## src/rtl/ps2_keycode_rx.sv

```systemverilog
// PS/2 keyboard receiver: filtered deserializer plus make/break/E0 decode into a held-key view; 2-cycle stop-to-output latency, no backpressure.
// Define PS2_TYPEMATIC_FILTER_EN to skip register writes on typematic repeats and count them in repeat_count.
module ps2_keycode_rx #(
  parameter int          FILTER_LEN     = 4,
  parameter int          TIMEOUT_CYCLES = 100000,
  parameter logic [7:0]  SPACE_CODE     = 8'h29
) (
  input  logic       clk,
  input  logic       rst_n,
  input  logic       ps2_clk,
  input  logic       ps2_data,
  output logic [7:0] keycode,
  output logic       space,
  output logic       extended,
  output logic       key_valid,
  output logic       frame_err
);

  localparam int FW = (FILTER_LEN > 1) ? $clog2(FILTER_LEN) : 1;
  localparam int TW = $clog2(TIMEOUT_CYCLES);
  localparam logic [FW-1:0] FLT_LAST = FW'(FILTER_LEN - 1);
  localparam logic [TW-1:0] TMO_LAST = TW'(TIMEOUT_CYCLES - 1);
  localparam logic [7:0]    BRK_CODE = 8'hF0;
  localparam logic [7:0]    EXT_CODE = 8'hE0;

  typedef enum logic [1:0] {IDLE, DATA, PARITY, STOP} state_t;

  logic [1:0]    clk_sync, dat_sync;
  logic          flt_clk, strobe, sdata;
  logic [FW-1:0] flt_cnt;
  state_t        state, state_nxt;
  logic [2:0]    bit_cnt;
  logic [7:0]    shift;
  logic          parity_ok;
  logic [TW-1:0] tmo_cnt;
  logic          timeout, byte_vld, err_c;
  logic [7:0]    byte_q;
  logic          byte_vld_q;
  logic          brk, ext;
  logic [7:0]    keycode_n;
  logic          space_n, extended_n, changed;

  always_ff @(posedge clk or negedge rst_n) begin
    if (!rst_n) begin
      clk_sync <= 2'b11;
      dat_sync <= 2'b11;
    end else begin
      clk_sync <= {clk_sync[0], ps2_clk};
      dat_sync <= {dat_sync[0], ps2_data};
    end
  end

  // flt_cnt counts consecutive samples disagreeing with the filtered level
  always_ff @(posedge clk or negedge rst_n) begin
    if (!rst_n) begin
      flt_clk <= 1'b1;
      flt_cnt <= '0;
      strobe  <= 1'b0;
      sdata   <= 1'b1;
    end else begin
      strobe <= 1'b0;
      if (clk_sync[1] == flt_clk) begin
        flt_cnt <= '0;
      end else if (flt_cnt == FLT_LAST) begin
        flt_clk <= clk_sync[1];
        flt_cnt <= '0;
        strobe  <= flt_clk;
        sdata   <= dat_sync[1];
      end else begin
        flt_cnt <= flt_cnt + FW'(1);
      end
    end
  end

  always_ff @(posedge clk or negedge rst_n) begin
    if (!rst_n) state <= IDLE;
    else        state <= state_nxt;
  end

  always_comb begin
    state_nxt = state;
    if (strobe) begin
      case (state)
        IDLE:    if (!sdata) state_nxt = DATA;
        DATA:    if (bit_cnt == 3'd7) state_nxt = PARITY;
        PARITY:  state_nxt = STOP;
        STOP:    state_nxt = IDLE;
        default: state_nxt = IDLE;
      endcase
    end else if (timeout) begin
      state_nxt = IDLE;
    end
  end

  always_comb begin
    timeout  = (state != IDLE) && (tmo_cnt == TMO_LAST) && !strobe;
    byte_vld = (state == STOP) && strobe && sdata && parity_ok;
    err_c    = ((state == STOP) && strobe && !(sdata && parity_ok)) || timeout;
  end

  always_ff @(posedge clk or negedge rst_n) begin
    if (!rst_n) begin
      bit_cnt   <= '0;
      shift     <= '0;
      parity_ok <= 1'b0;
      tmo_cnt   <= '0;
    end else begin
      if (strobe || state == IDLE)  tmo_cnt <= '0;
      else if (tmo_cnt != '1)       tmo_cnt <= tmo_cnt + TW'(1);
      if (state == IDLE)                  bit_cnt <= '0;
      else if (state == DATA && strobe)   bit_cnt <= bit_cnt + 3'd1;
      if (state == DATA && strobe)        shift <= {sdata, shift[7:1]};
      if (state == PARITY && strobe)      parity_ok <= ^{sdata, shift};
    end
  end

  always_ff @(posedge clk or negedge rst_n) begin
    if (!rst_n) begin
      byte_q     <= '0;
      byte_vld_q <= 1'b0;
      frame_err  <= 1'b0;
      brk        <= 1'b0;
      ext        <= 1'b0;
    end else begin
      byte_vld_q <= byte_vld;
      frame_err  <= err_c;
      if (byte_vld) byte_q <= shift;
      if (err_c) begin
        brk <= 1'b0;
        ext <= 1'b0;
      end else if (byte_vld_q) begin
        if (byte_q == BRK_CODE)      brk <= 1'b1;
        else if (byte_q == EXT_CODE) ext <= 1'b1;
        else begin
          brk <= 1'b0;
          ext <= 1'b0;
        end
      end
    end
  end

  always_comb begin
    keycode_n  = keycode;
    extended_n = extended;
    space_n    = space;
    if (byte_vld_q && byte_q != BRK_CODE && byte_q != EXT_CODE) begin
      if (!brk) begin
        if (byte_q == SPACE_CODE) begin
          space_n = 1'b1;
        end else begin
          keycode_n  = byte_q;
          extended_n = ext;
        end
      end else begin
        if (byte_q == SPACE_CODE) begin
          space_n = 1'b0;
        end else if (byte_q == keycode && ext == extended) begin
          keycode_n  = 8'h00;
          extended_n = 1'b0;
        end
      end
    end
    changed = (keycode_n != keycode) || (extended_n != extended) || (space_n != space);
  end

`ifdef PS2_TYPEMATIC_FILTER_EN
  logic        is_repeat;
  logic [15:0] repeat_count;

  always_comb begin
    is_repeat = 1'b0;
    if (byte_vld_q && !brk && byte_q != BRK_CODE && byte_q != EXT_CODE) begin
      if (byte_q == SPACE_CODE) is_repeat = space;
      else                      is_repeat = (byte_q == keycode) && (ext == extended);
    end
  end

  always_ff @(posedge clk or negedge rst_n) begin
    if (!rst_n) begin
      keycode      <= '0;
      extended     <= 1'b0;
      space        <= 1'b0;
      key_valid    <= 1'b0;
      repeat_count <= '0;
    end else begin
      key_valid <= changed;
      if (is_repeat) begin
        if (repeat_count != 16'hFFFF) repeat_count <= repeat_count + 16'd1;
      end else begin
        keycode  <= keycode_n;
        extended <= extended_n;
        space    <= space_n;
      end
    end
  end
`else
  always_ff @(posedge clk or negedge rst_n) begin
    if (!rst_n) begin
      keycode   <= '0;
      extended  <= 1'b0;
      space     <= 1'b0;
      key_valid <= 1'b0;
    end else begin
      key_valid <= changed;
      keycode   <= keycode_n;
      extended  <= extended_n;
      space     <= space_n;
    end
  end
`endif

endmodule
```

## config.mk

```make
export PLATFORM = sky130hd
export DESIGN_NAME = ps2_keycode_rx
export DESIGN_NICKNAME = d
export VERILOG_FILES = /design/src/rtl/ps2_keycode_rx.sv
export SDC_FILE = /design/constraint.sdc
export NUM_CORES = 1
export LEC_CHECK = 0
export ABC_AREA = 1
export CORE_MARGIN = 8
export CORE_UTILIZATION = 40
export DETAILED_ROUTE_END_ITERATION = 8
export MAX_ROUTING_LAYER = met4
export PLACE_DENSITY = 0.64
export REMOVE_ABC_BUFFERS = 1
export SLEW_MARGIN = 25
export SYNTH_ARGS = -nofsm -noshare
export SYNTH_HDL_FRONTEND = slang
export SYNTH_SLANG_ARGS = --single-unit
```

## constraint.sdc

```tcl
create_clock -name clk -period 5.5 [get_ports clk]
set_input_delay 1.65 -clock clk [delete_from_list [all_inputs] [get_ports clk]]
set_output_delay 1.65 -clock clk [all_outputs]
set_load 0.01 [all_outputs]
```

==> results by group <==
GRT
  – GRT Max-Usage Layer: met2
  – Met1 Resource Use GR: 0.1693
  – Initial antenna violation count: 0
  – Vias in the first global route: around 2,700
  – Pin count of the biggest net entering global routing: 35
  – Met2 Resource Use GR: 0.2180
  – First-pass GRT wire length: between 10,000 and 15,000 µm
  – GRT Total Usage: 0.1380
  – Grt total ovfl: 0
  – Global routing met3 resource utilization: 0.03034

Hold path
  – Hold Crit Class: reg -> reg

Synth
  – Synth cell types: 36
  – Async SR Flop Fraction: 1.000
  – Post-Syn Instances: 422
  – Synthesis Warnings: 0
  – Leading area contributor after synthesis: dfrtp_1
  – Avg Inst Size Synth: roughly 8.0 µm²
  – Yosys top cell area share: 0.4208
  – Cell Area, Synth: 3390 µm²
  – Synth top area cells: dfrtp_1, nand2_1, inv_1
  – Top_reg_cell synth: dfrtp_1
  – Post-synth EDFFs: 0
  – Yosys reg bits: 63
  – Part of the Yosys area used for sequential elements: 0.4673

Routing
  – Initial detailed-routing violation count: 118
  – Drt first pass iters: 4
  – Final ANT Viol Nets: 0
  – WL final: a little over 7000 µm
  – Post-route DRC: 0
  – Via count: between 2,000 and 3,000
  – Vias per cell: between 5 and 6
  – Drt wl/cell: ~13 µm

Setup path
  – Delay of the slowest critical-path stage: 570 ps
  – Worst Path Arrival: ~1300 ps
  – Slowest-stage cell, CP: clkdlybuf4s50_1
  – Setup CP Type: reg -> out
  – Critical-path cell list: clkdlybuf4s50_1
  – WP data required: 3850 ps
  – Crit path max fanout: 5
  – CP startpoint kind: flip-flop
  – CP delay by family, top: buffers and inverters
  – CP Capture Type: primary output
  – Worst Path Buf+Inv: 1

Outcome
  – Outcome: completed

Floorplanning
  – Die width: 108.1 µm
  – I/O Pins: 16
  – Die area: 11,670 µm²
  – Rows: 33
  – Die height: 108.1 µm
  – Core area: 8217 µm²
  – Initial core utilization: 0.4125

Clocking
  – CTS tree: built
  – Resize count post-CTS: 0
  – Reg clk slew, reported paths: 80 ps
  – Clk_lat worst skew: 350 ps
  – Sink Count: 63
  – Hold_buf cts: 0
  – CTS root buf: clkbuf_8
  – TritonCTS buffer count: 9
  – H-Tree Depth: 3
  – Clock Path Buffers: 2
  – Setup Buffers After CTS: 0

Cells and area
  – Ant diodes: 0
  – Post-route cell area: 3827 µm²
  – # nets final: 454
  – Synth-to-Final Area Change: 12.92%
  – Layout cells sized above 1: 0.1188
  – Non-Filler Instances: 551
  – Final Core Density: 0.4658

Placed design
  – Input/output buffers: 15
  – Detail Placement HPWL: 5316 µm
  – GPL Wtd Cong: 0.8757
  – Area after DPL: 3623 µm²
  – Dpl ws: 2816 ps
  – # placed instances: 535

STA
  – Final setup viols: 0
  – Headroom to the max-slew limit: 0.3724
  – Total negative slack: 0 ps
  – Fin crit share: 0.5443
  – Worst Tran Pin Value: between 900 and 1000 ps
  – Fmax: 334.0 MHz
  – Final Skew: 10.27 ps
  – Fin. Hold Viols: 0
  – RSZ-0062 raised after global routing: no
  – Fin. max-slew vios: 0
  – Worst Hold Slack: 360.5 ps
  – Final worst setup slack: 2506 ps
  – Min Tclk post-route: 2994 ps

Pwr
  – Power Density: 251.2 nW/µm²
  – Maximum VDD drop: about 160 µV
  – LEAKAGE: 1.741 nW
  – Power after layout: 0.9613 mW

Job
  – Max cap viols: 0
-- layout by cell type, fill, tap and decap left out, types with 2 or more instances in the layout --
master,netlist,final
a211oi_1,2,2
a21oi_1,12,12
clkbuf_8,0,9
clkdlybuf4s50_1,0,14
clkinv_4,0,2
clkinvlp_4,0,2
dfrtp_1,57,57
dfstp_2,6,6
ha_1,9,9
inv_1,51,51
inv_2,7,7
inv_6,0,2
nand2_1,96,96
nand2_2,5,5
nand3_1,26,26
nand3_2,3,3
nand4_1,14,14
nor2_1,44,44
nor2_2,4,4
nor2_4,3,3
nor3_1,5,5
nor4_1,4,4
o21ai_0,36,36
o21ai_1,3,3
or2_2,2,2
xnor2_1,10,10
xor2_1,5,5
-- power breakdown --
part | switching [mW] | internal [mW] | leakage (nW)
clock | 0.207 | 0.214 | 0.0964
combinational | 0.0300 | 0.0160 | 0.788
sequential | 0.00993 | 0.485 | 0.857
-- layer usage --
metal / vias to the layer above / part of all wire
met5: - / 0
met1: 1284 / 0.46
met4: 0 / 0.013
met3: 8 / 0.049
met2: 62 / 0.48
li1: 1404 / -
-- area by class of cell --
class	instances	area [µm²]
clock buffer	9	123.9
fill	817	4389
clock inverter	7	80.08
sequential	63	1584
timing repair buffer	16	152.6
tap	105	131.4
multi-input combinational	292	1534
inverter	59	221.5
-- flip-flops by register name (all words and copies together), names as in the netlist, 2 cells and up --
signal / count
byte_q: 8
flt_cnt: 2
dat_sync: 2
tmo_cnt: 17
shift: 8
state: 2
clk_sync: 2
keycode: 8
bit_cnt: 3
-- worst reg2reg max path, stage by stage (launching register included) --
cell and delay [ps]:
dfrtp_1 400, ha_1 210, nand2_1 120, nor2_1 60, nand3_1 100, nor2_1 50, ha_1 260, nor2_1 170
nand3_1 160, nor2_2 130, nand2_1 80, inv_2 70, nand3_2 80, nor2_2 110, nand3_1 140, nor3_1 210
nor3_2 70
-- cell families (layout without fill, tap and decap cells) --
logic type | Yosys count | in the layout | share of synthesized area
xor+xnor | 15 | 15 | 0.03876
flops | 63 | 63 | 0.4673
buf+inv | 67 | 91 | 0.08010
simple gates | 210 | 210 | 0.2876
fa+ha+maj | 9 | 9 | 0.03322
compound gates | 58 | 58 | 0.09302
-- worst paths after layout --
kind / startpoint / endpoint / slack [ps] / cells past startpoint
worst min-delay path: clk_sync[0]$_DFF_PN1_ / clk_sync[1]$_DFF_PN1_ / 360 / 0
worst max-delay path: keycode[2]$_DFF_PN0_ / keycode[2] / 2510 / 1
max in group asynchronous: rst_n / space$_DFF_PN0_ / 3280 / 2
worst min register to register: clk_sync[0]$_DFF_PN1_ / clk_sync[1]$_DFF_PN1_ / 360 / 0
min in group asynchronous: rst_n / strobe$_DFF_PN0_ / 1330 / 1
worst max register to register: tmo_cnt[0]$_DFFE_PN0P_ / tmo_cnt[15]$_DFFE_PN0P_ / 2950 / 16
-- Yosys cell counts, types with 2 or more instances --
cell,number
buf_6,2
nor2_4,3
inv_1,51
dfrtp_1,57
nor2_2,4
nand4_1,14
xor2_1,5
nor3_1,5
o21ai_0,36
clkbuf_1,4
o21ai_1,3
nand3_2,3
a21oi_1,12
or2_2,2
nor4_1,4
nor2_1,44
dfstp_2,6
ha_1,9
a211oi_1,2
inv_2,7
xnor2_1,10
nand2_2,5
nand2_1,96
nand3_1,26
Power figures use the tool's default switching activity.
